$ cat src/rtl/data_bus_arbiter.sv
// rtl/data_bus_arbiter.sv - round-robin burst arbiter sharing one data/valid bus among NUM_REQ requesters
module data_bus_arbiter #(
    parameter int NUM_REQ   = 4,
    parameter int DATA_W    = 8,
    parameter int MAX_BURST = 8
) (
    input  logic                          clk,
    input  logic                          rst,
    input  logic [NUM_REQ-1:0]            req,
    input  logic [NUM_REQ*DATA_W-1:0]     req_data,
    output logic [NUM_REQ-1:0]            gnt,
    output logic [DATA_W-1:0]             out_data,
    output logic                          out_valid,
    input  logic                          out_ready,
    output logic [$clog2(NUM_REQ)-1:0]    owner,
    output logic [15:0]                   beat_total
);

    localparam int OWN_W = $clog2(NUM_REQ);
    localparam int CNT_W = $clog2(MAX_BURST);

    typedef enum logic {
        IDLE  = 1'b0,
        BURST = 1'b1
    } state_t;

    state_t             state;
    logic [OWN_W-1:0]   last_owner;
    logic [CNT_W-1:0]   beat_cnt;

    logic               xfer;
    logic               last_beat;
    logic               burst_end;
    logic [OWN_W-1:0]   arb_base;
    logic               found;
    logic [OWN_W-1:0]   winner;
    logic [NUM_REQ-1:0] winner_onehot;

    // A beat moves only while a burst is open and the owner is presenting it.
    assign xfer      = (state == BURST) && req[owner] && out_ready;
    assign last_beat = (beat_cnt == CNT_W'(MAX_BURST - 1));

    // The owner withdrawing its request closes the burst even during a stall;
    // the stalled beat is simply never counted.
    assign burst_end = (state == BURST) && (!req[owner] || (xfer && last_beat));

    // At burst end the current owner becomes the new search origin, so it can
    // only win again when nobody else is asking.
    assign arb_base = (state == BURST) ? owner : last_owner;

    // Round-robin search starting one past arb_base, first set request wins.
    always_comb begin
        logic [OWN_W-1:0] idx;
        found  = 1'b0;
        winner = '0;
        idx    = '0;
        for (int i = 1; i <= NUM_REQ; i++) begin
            idx = OWN_W'((int'(arb_base) + i) % NUM_REQ);
            if (!found && req[idx]) begin
                found  = 1'b1;
                winner = idx;
            end
        end
    end

    assign winner_onehot = {{(NUM_REQ-1){1'b0}}, 1'b1} << winner;

    // Bus mux: the owner's valid and data pass straight through; idle bus is quiet.
    always_comb begin
        out_valid = 1'b0;
        out_data  = '0;
        if (state == BURST) begin
            out_valid = req[owner];
            out_data  = req_data[owner*DATA_W +: DATA_W];
        end
    end

    // Arbitration FSM with registered grant, owner and beat counters.
    always_ff @(posedge clk) begin
        if (rst) begin
            state      <= IDLE;
            gnt        <= '0;
            owner      <= '0;
            beat_cnt   <= '0;
            beat_total <= '0;
            last_owner <= OWN_W'(NUM_REQ - 1);
        end else begin
            if (xfer) begin
                beat_total <= beat_total + 16'd1;
            end
            case (state)
                IDLE: begin
                    beat_cnt <= '0;
                    if (found) begin
                        state <= BURST;
                        owner <= winner;
                        gnt   <= winner_onehot;
                    end else begin
                        owner <= '0;
                        gnt   <= '0;
                    end
                end
                BURST: begin
                    if (burst_end) begin
                        last_owner <= owner;
                        beat_cnt   <= '0;
                        if (found) begin
                            owner <= winner;
                            gnt   <= winner_onehot;
                        end else begin
                            state <= IDLE;
                            owner <= '0;
                            gnt   <= '0;
                        end
                    end else if (xfer) begin
                        beat_cnt <= beat_cnt + 1'b1;
                    end
                end
                default: begin
                    state <= IDLE;
                    owner <= '0;
                    gnt   <= '0;
                end
            endcase
        end
    end

endmodule

$ cat config.mk
export PLATFORM = sky130hd
export DESIGN_NAME = data_bus_arbiter
export DESIGN_NICKNAME = d
export VERILOG_FILES = /design/src/rtl/data_bus_arbiter.sv
export SDC_FILE = /design/constraint.sdc
export NUM_CORES = 1
export LEC_CHECK = 0
export CAP_MARGIN = 5
export CORE_MARGIN = 10
export CORE_UTILIZATION = 43
export DETAILED_ROUTE_END_ITERATION = 7
export PLACE_DENSITY = 0.84
export SYNTH_ARGS = -nofsm -noshare
export SYNTH_HDL_FRONTEND = slang
export SYNTH_SLANG_ARGS = --single-unit
export TNS_END_PERCENT = 50
$ cat constraint.sdc
create_clock -name clk -period 2.2 [get_ports clk]
set_input_delay 0.55 -clock clk [delete_from_list [all_inputs] [get_ports clk]]
set_output_delay 0.55 -clock clk [all_outputs]
set_load 0.01 [all_outputs]
==> results of run 1 <==
## sequential cells by signal (all words and copies together), names as in the netlist
register    cells
owner           2
beat_total     16
beat_cnt        3
state           1
gnt             4
last_owner      2
## where the power goes
part	internal [W]	switching (W)
registers	0.000531	0.0000254
clock network	0.000160	0.000159
logic	0.000249	0.000191
total	0.000941	0.000375
## worst paths after layout
kind                              from        end
worst max-delay path            req[3]  out_valid
worst min-delay path            gnt[0]     gnt[0]
worst max register to register   state     gnt[2]
worst min register to register  gnt[0]     gnt[0]
## logic make-up (layout without fill, tap and decap cells)
logic type               after synthesis  in the layout  share of synthesized area [%]
XOR/XNOR                              12             12                           6.23
flip-flops                            28             28                           33.2
multiplexers                          17             17                           16.8
buffers and inverters                 22            103                           5.34
AND/OR/NAND/NOR                       74             74                           23.6
AO/OA/AOI/OAI                         32             32                           12.6
adder cells (fa/ha/maj)                3              3                           2.22
## area by class of cell
type | instances | area [sq um]
clock buffer | 4 | 55.1
tap | 48 | 60.1
timing repair buffer | 89 | 761
sequential | 28 | 562
multi-input combinational | 138 | 1040
fill | 321 | 1200
inverter | 10 | 37.5
## critical path, stage by stage
cell and delay [ns]:
dlygate4sd2_1 0.24, mux4_2 0.51, nand2_2 0.11, inv_2 0.04, buf_4 0.14
## stage by stage
stage	std cells	setup slack [ns]	area [sq um]	hold slack [ns]	TNS, ns
floorplan	188	0.170	1690	0.492	0
finish	317	0.0564	2510	0.484	0
CTS	316	0.0217	2500	0.490	0
global placement	311	-0.476	2520	0.470	-4.77
global route	317	0.000947	2510	0.511	0
detailed placement	311	-0.502	2520	0.475	-5.47
## synthesized netlist by cell type, types with 2 or more instances
cell,instances
nor2_1,20
nand2b_1,2
clkbuf_1,7
ha_1,3
buf_2,3
a211o_1,4
and4_1,2
mux4_2,9
a21oi_1,7
nand2_1,7
mux2i_1,7
nand4_1,4
inv_1,9
o21ai_0,9
a31oi_1,2
nor2b_1,3
xor2_1,5
nand3_1,10
xnor2_1,7
and2_1,10
nor3_1,9
dfxtp_1,28
or3_1,3
## per-layer routing
metal	vias up	part of all wire, %	wire length [microns]	global-route usage, %
li1	843	-	-	-
met1	792	40	1970	17.3
met2	46	55	2660	27.9
met3	5	4.0	193	2.27
met4	0	0.90	44	3.18
met5	-	0	0	0
## timing repair
action	in CTS	in global routing
setup buffers	1	1
hold buffers	0	0
resized for setup	74	3
endpoints found under the setup margin	9	8
==> results by group, run 1 <==
Drt
  • DR vias/cell: 5.32
  • Residual DRC count: 0
  • Initial DRC Count: 51
  • Antenna-violating nets left: 0
  • Wire per inst: 15.4 microns
  • Drt first pass iters: 4
  • Routed WL: 4870 microns
  • Via count: 1,686

Power
  • Pwr per Cell Area: 523 nW/um^2
  • Maximum vdd drop: 393 uV
  • Leak: 1.03 nW
  • Total power: 0.00132 W

Worst hold path
  • Hold path cells: 2
  • Hold crit path type: register to register

Timing
  • Min Tclk post-route: 2.14 ns
  • Clock skew: 0.00959 ns
  • Final setup fails: 0
  • Hold Fails Final Rpt: 0
  • RSZ-0062 raised after global routing: false
  • Fin. max-slew vios: 0
  • Worst-margin pin slew: 0.589 ns
  • Post-route clock period utilization: 97.4%
  • Fmax achieved: 467 MHz
  • Slew Limit Headroom: 60.7%

Clock network
  • Later-pin clock latency in the skew report: 0.28 ns
  • Max clock buf depth: 2
  • Total number of H-tree levels: 1
  • CTS Buf Count: 3
  • CTS root buf: clkbuf_8
  • # clock sinks: 28
  • Reg clk slew, reported paths: 0.10 ns
  • TritonCTS clock tree: built

Finish
  • Diodes inserted: 0
  • Fin nets: 312
  • Most frequent cells in the layout: 36 x dlygate4sd2_1, 27 x dfxtp_1, 24 x clkdlybuf4s50_1
  • Most common cell after layout, fill and taps aside: dlygate4sd2_1
  • Fraction of layout cells with a size suffix above 1: 18.2%
  • Syn-to-layout area delta: 49.0%
  • Fin util: 67.7%

Critical path
  • Crit Path Max Fanout: 2
  • Crit end category: output port
  • Crit start category: input port
  • Critical path type: input port to output port
  • CP required: 1.65 ns
  • Reg2reg path depth: 5
  • Reg-to-reg slack, setup: 0.14 ns
  • WP data arrival: 1.59 ns

Global routing
  • First-pass GRT wire length: 8140 microns
  • Total gr overflow: 0
  • Initial antenna violation count: 0
  • Vias in the first global route: 1,632
  • Gr usage total: 14.9%
  • Largest net degree at the start of global routing: 20

Floorplanning
  • Die height: 82.7 microns
  • Row cnt: 22
  • Core Region: 3720 sq um
  • I/O pins: 70
  • Initial core utilization: 45.4%
  • Die Area: 6830 sq um
  • Die width: 82.7 microns

Logic synthesis
  • Cell count after synthesis: 188
  • Leading cell types by total area after synthesis: dfxtp_1 33%, mux4_2 12%, nor2_1 4.4%
  • Distinct cell type count of the synthesized netlist: 41
  • #FFs+latches synth: 28
  • Predominant post-synthesis flop cell: dfxtp_1
  • Post-Syn Nets: 230
  • Yosys warning count: 0
  • Avg Cell Area, Syn: 8.98 sq um
  • Sequential share of the synthesized area: 33.2%
  • Synth async-reset ratio: 0%
  • Post-synth top area cell: dfxtp_1
  • Area share of the largest cell type after synthesis: 33.2%
  • Mapped Area: 1690 sq um
  • EDFF count, synth: 0

Placement
  • Final RePlAce weighted congestion: 0.907
  • DP Wirelength: 4000 microns
  • Buffers added on ports: 69

Flow run
  • Maxcap violations: 0

Outcome
  • Status: finished clean
No activity file was read; power rests on OpenSTA's default activity.
==> run 2: changes to the inputs <==
CORE_UTILIZATION = 44   (was 43)
CTS_BUF_LIST = sky130_fd_sc_hd__clkbuf_4   (was not set)
PLACE_DENSITY = 0.86   (was 0.84)
==> results by group, run 2 (synthesis gave the netlist of run 1 again) <==
Clock network
  • Cts hold-fix bufs: 0 (unchanged)
  • Later-pin clock latency in the skew report: 0.34 ns (+0.06 ns)
  • CTS Buf Count: 3 (unchanged)
  • Reg clk slew, reported paths: 0.15 ns (+0.05 ns)
  • Total number of H-tree levels: 1 (unchanged)
  • TritonCTS clock tree: built
  • CTS root buf: clkbuf_4
  • # clock sinks: 28 (unchanged)
  • Max clock buf depth: 2 (unchanged)

Timing
  • RSZ-0062 raised after global routing: true
  • Post-route clock period utilization: 99.5% (+2.0 points)
  • Min Tclk post-route: 2.19 ns (+0.0448 ns)
  • Clock skew: 0.0148 ns (+0.00518 ns)
  • Fmax achieved: 457 MHz (-2.0%)
  • Fin. max-slew vios: 0 (unchanged)
  • Final setup fails: 0 (unchanged)
  • Worst-margin pin slew: 0.378 ns (-0.211 ns)
  • Hold Fails Final Rpt: 0 (unchanged)
  • Slew Limit Headroom: 74.1% (+13 points)

Global routing
  • Vias in the first global route: 1,648 (+0.98%)
  • Total gr overflow: 0 (unchanged)
  • Initial antenna violation count: 0 (unchanged)
  • Largest net degree at the start of global routing: 17 (-15%)
  • Gr usage total: 15.8% (+0.87 points)
  • First-pass GRT wire length: 8440 microns (+3.6%)

Power
  • Clk pwr share: 24.8% (+0.5 points)
  • Pwr per Cell Area: 533 nW/um^2 (+1.8%)
  • Switching Share: 27.9% (-0.60 points)
  • Cell internal pwr: 0.00100 W (+6.3%)
  • Leak: 1.08 nW (+4.8%)
  • Logic pwr share: 35.1% (+1.7 points)
  • Switching Power: 0.000387 W (+3.2%)
  • Maximum vdd drop: 477 uV (+21%)
  • Reg power frac: 40.1% (-2.2 points)

Floorplanning
  • Die Area: 6710 sq um (-1.7%)
  • Row cnt: 22 (unchanged)
  • Core Region: 3690 sq um (-0.74%)
  • Die width: 81.9 microns (-0.87%)
  • Die height: 81.9 microns (-0.87%)
  • I/O pins: 70 (unchanged)
  • Initial core utilization: 45.8% (+0.34 points)

Worst hold path
  • Hold path cells: 2 (unchanged)
  • Beginning of the worst hold path: gnt[0]
  • Hold crit path type: register to register

Critical path
  • WP data arrival: 1.64 ns (+0.05 ns)
  • Critical path's slowest cell: mux4_2
  • FF-to-FF End: last_owner[0]
  • CP required: 1.65 ns (about the same)
  • Crit start category: register
  • CP peak stage delay: 0.49 ns (-0.02 ns)
  • Reg2reg start: owner[0]
  • Reg-to-reg slack, setup: 0.26 ns (+0.12 ns)
  • CP Capture Point: out_data[5]
  • Critical path's top delay family: multiplexers
  • WP depth: 4 (-1)
  • Critical path type: register to output port
  • Crit end category: output port
  • Crit Path Max Fanout: 5 (+3)
  • Reg2reg path depth: 6 (+1)
  • Crit path launch: owner[0]
  • Buffers & Inverters on Critical Path: 2 (-1)
  • Worst path cell trace: buf_6 -> mux4_2 -> and2_1 -> buf_2

Drt
  • Wire per inst: 16.5 microns (+7.2%)
  • Routed WL: 5240 microns (+7.6%)
  • Initial DRC Count: 70 (+37%)
  • Via count: 1,678 (-0.47%)
  • Antenna-violating nets left: 0 (unchanged)
  • DR vias/cell: 5.28 (-0.79%)
  • Drt first pass iters: 4 (unchanged)
  • Residual DRC count: 0 (unchanged)

Finish
  • Most common cell after layout, fill and taps aside: dlygate4sd2_1
  • Fin area: 2600 sq um (+3.5%)
  • Biggest regs: beat_total x16, gnt x4, beat_cnt x3
  • Storage cell area: 566 sq um (+0.67%)
  • Diodes inserted: 0 (unchanged)
  • Fin nets: 313 (+0.32%)
  • Fraction of layout cells with a size suffix above 1: 20.0% (+1.8 points)
  • Largest register by flop count: beat_total
  • Most frequent cells in the layout: 33 x dlygate4sd2_1, 26 x dfxtp_1, 24 x clkdlybuf4s50_1
  • Fin util: 70.6% (+2.9 points)
  • Syn-to-layout area delta: 54.3%
  • Max reg flops: 16 (unchanged)
  • Footprint of the multi-input gates: 1050 sq um (+0.72%)
  • Fillers: 324 (+0.93%)

Flow run
  • Maxcap violations: 0 (unchanged)

Outcome
  • Status: finished clean

Placement
  • DP Wirelength: 4170 microns (+4.3%)
  • Buffers added on ports: 69 (unchanged)
  • Final RePlAce weighted congestion: 0.835 (-7.9%)
  • Area after DPL: 2550 sq um (+0.99%)
==> run 2: area by class of cell <==
| class | count | area share, % |
|---|---|---|
| flip-flops and latches | 28 | 21.7 |
| inverters | 10 | 1.44 |
| repair buffers | 90 | 32.3 |
| clock inverters | 1 | 1.15 |
| clock buffers | 3 | 0.865 |
| well taps | 48 | 2.31 |
| multi-input cells | 138 | 40.2 |
==> run 2: timing repair <==
item,in CTS,in global routing
gates resized for setup,78,7
gates cloned,0,1
buffers inserted,0,2
pin swaps,0,0
endpoints found under the setup margin,9,12
==> run 2: worst reg2reg max path, stage by stage (launching register included) <==
cell and delay, ns:
dfxtp_4 0.40, buf_12 0.12, mux4_2 0.52, buf_4 0.18
a21boi_1 0.30, nor2b_1 0.09, a211o_1 0.27
==> run 2: worst min path at each step <==
stage          slack [ns]      to
2_1_floorplan        0.49  gnt[1]
3_3_place_gp         0.46  gnt[2]
3_5_place_dp         0.47  gnt[0]
4_1_cts              0.50  gnt[0]
5_1_grt              0.51  gnt[3]
6_report             0.49  gnt[0]
==> run 2: layer usage <==
metal / vias to the layer above / GRT usage (%) / wire, microns
li1: 843 / - / -
met1: 785 / 17.2 / 1930
met2: 44 / 31.5 / 3060
met3: 6 / 2.18 / 198
met4: 0 / 2.55 / 52
met5: - / 0 / 0
==> run 2: per-stage QoR <==
stage	hold WS, ns	std cells	power [W]	TNS [ns]	setup slack, ns
2_1_floorplan	0.492	188	0.000801	0	0.170
3_5_place_dp	0.473	311	0.00105	-6.91	-0.544
4_1_cts	0.495	315	0.00136	-0.0502	-0.0248
3_3_place_gp	0.464	311	0.00104	-5.55	-0.519
5_1_grt	0.509	318	0.00145	-0.224	-0.0437
6_report	0.491	318	0.00139	0	0.0116
==> run 2: power groups by stage <==
stage                     registers, W  clock network, W  logic, W
after floorplan               0.000568                 0  0.000234
after global placement        0.000564                 0  0.000472
after detailed placement      0.000564                 0  0.000482
after CTS                     0.000555          0.000345  0.000458
after global routing          0.000560          0.000362  0.000526
final                         0.000557          0.000344  0.000487
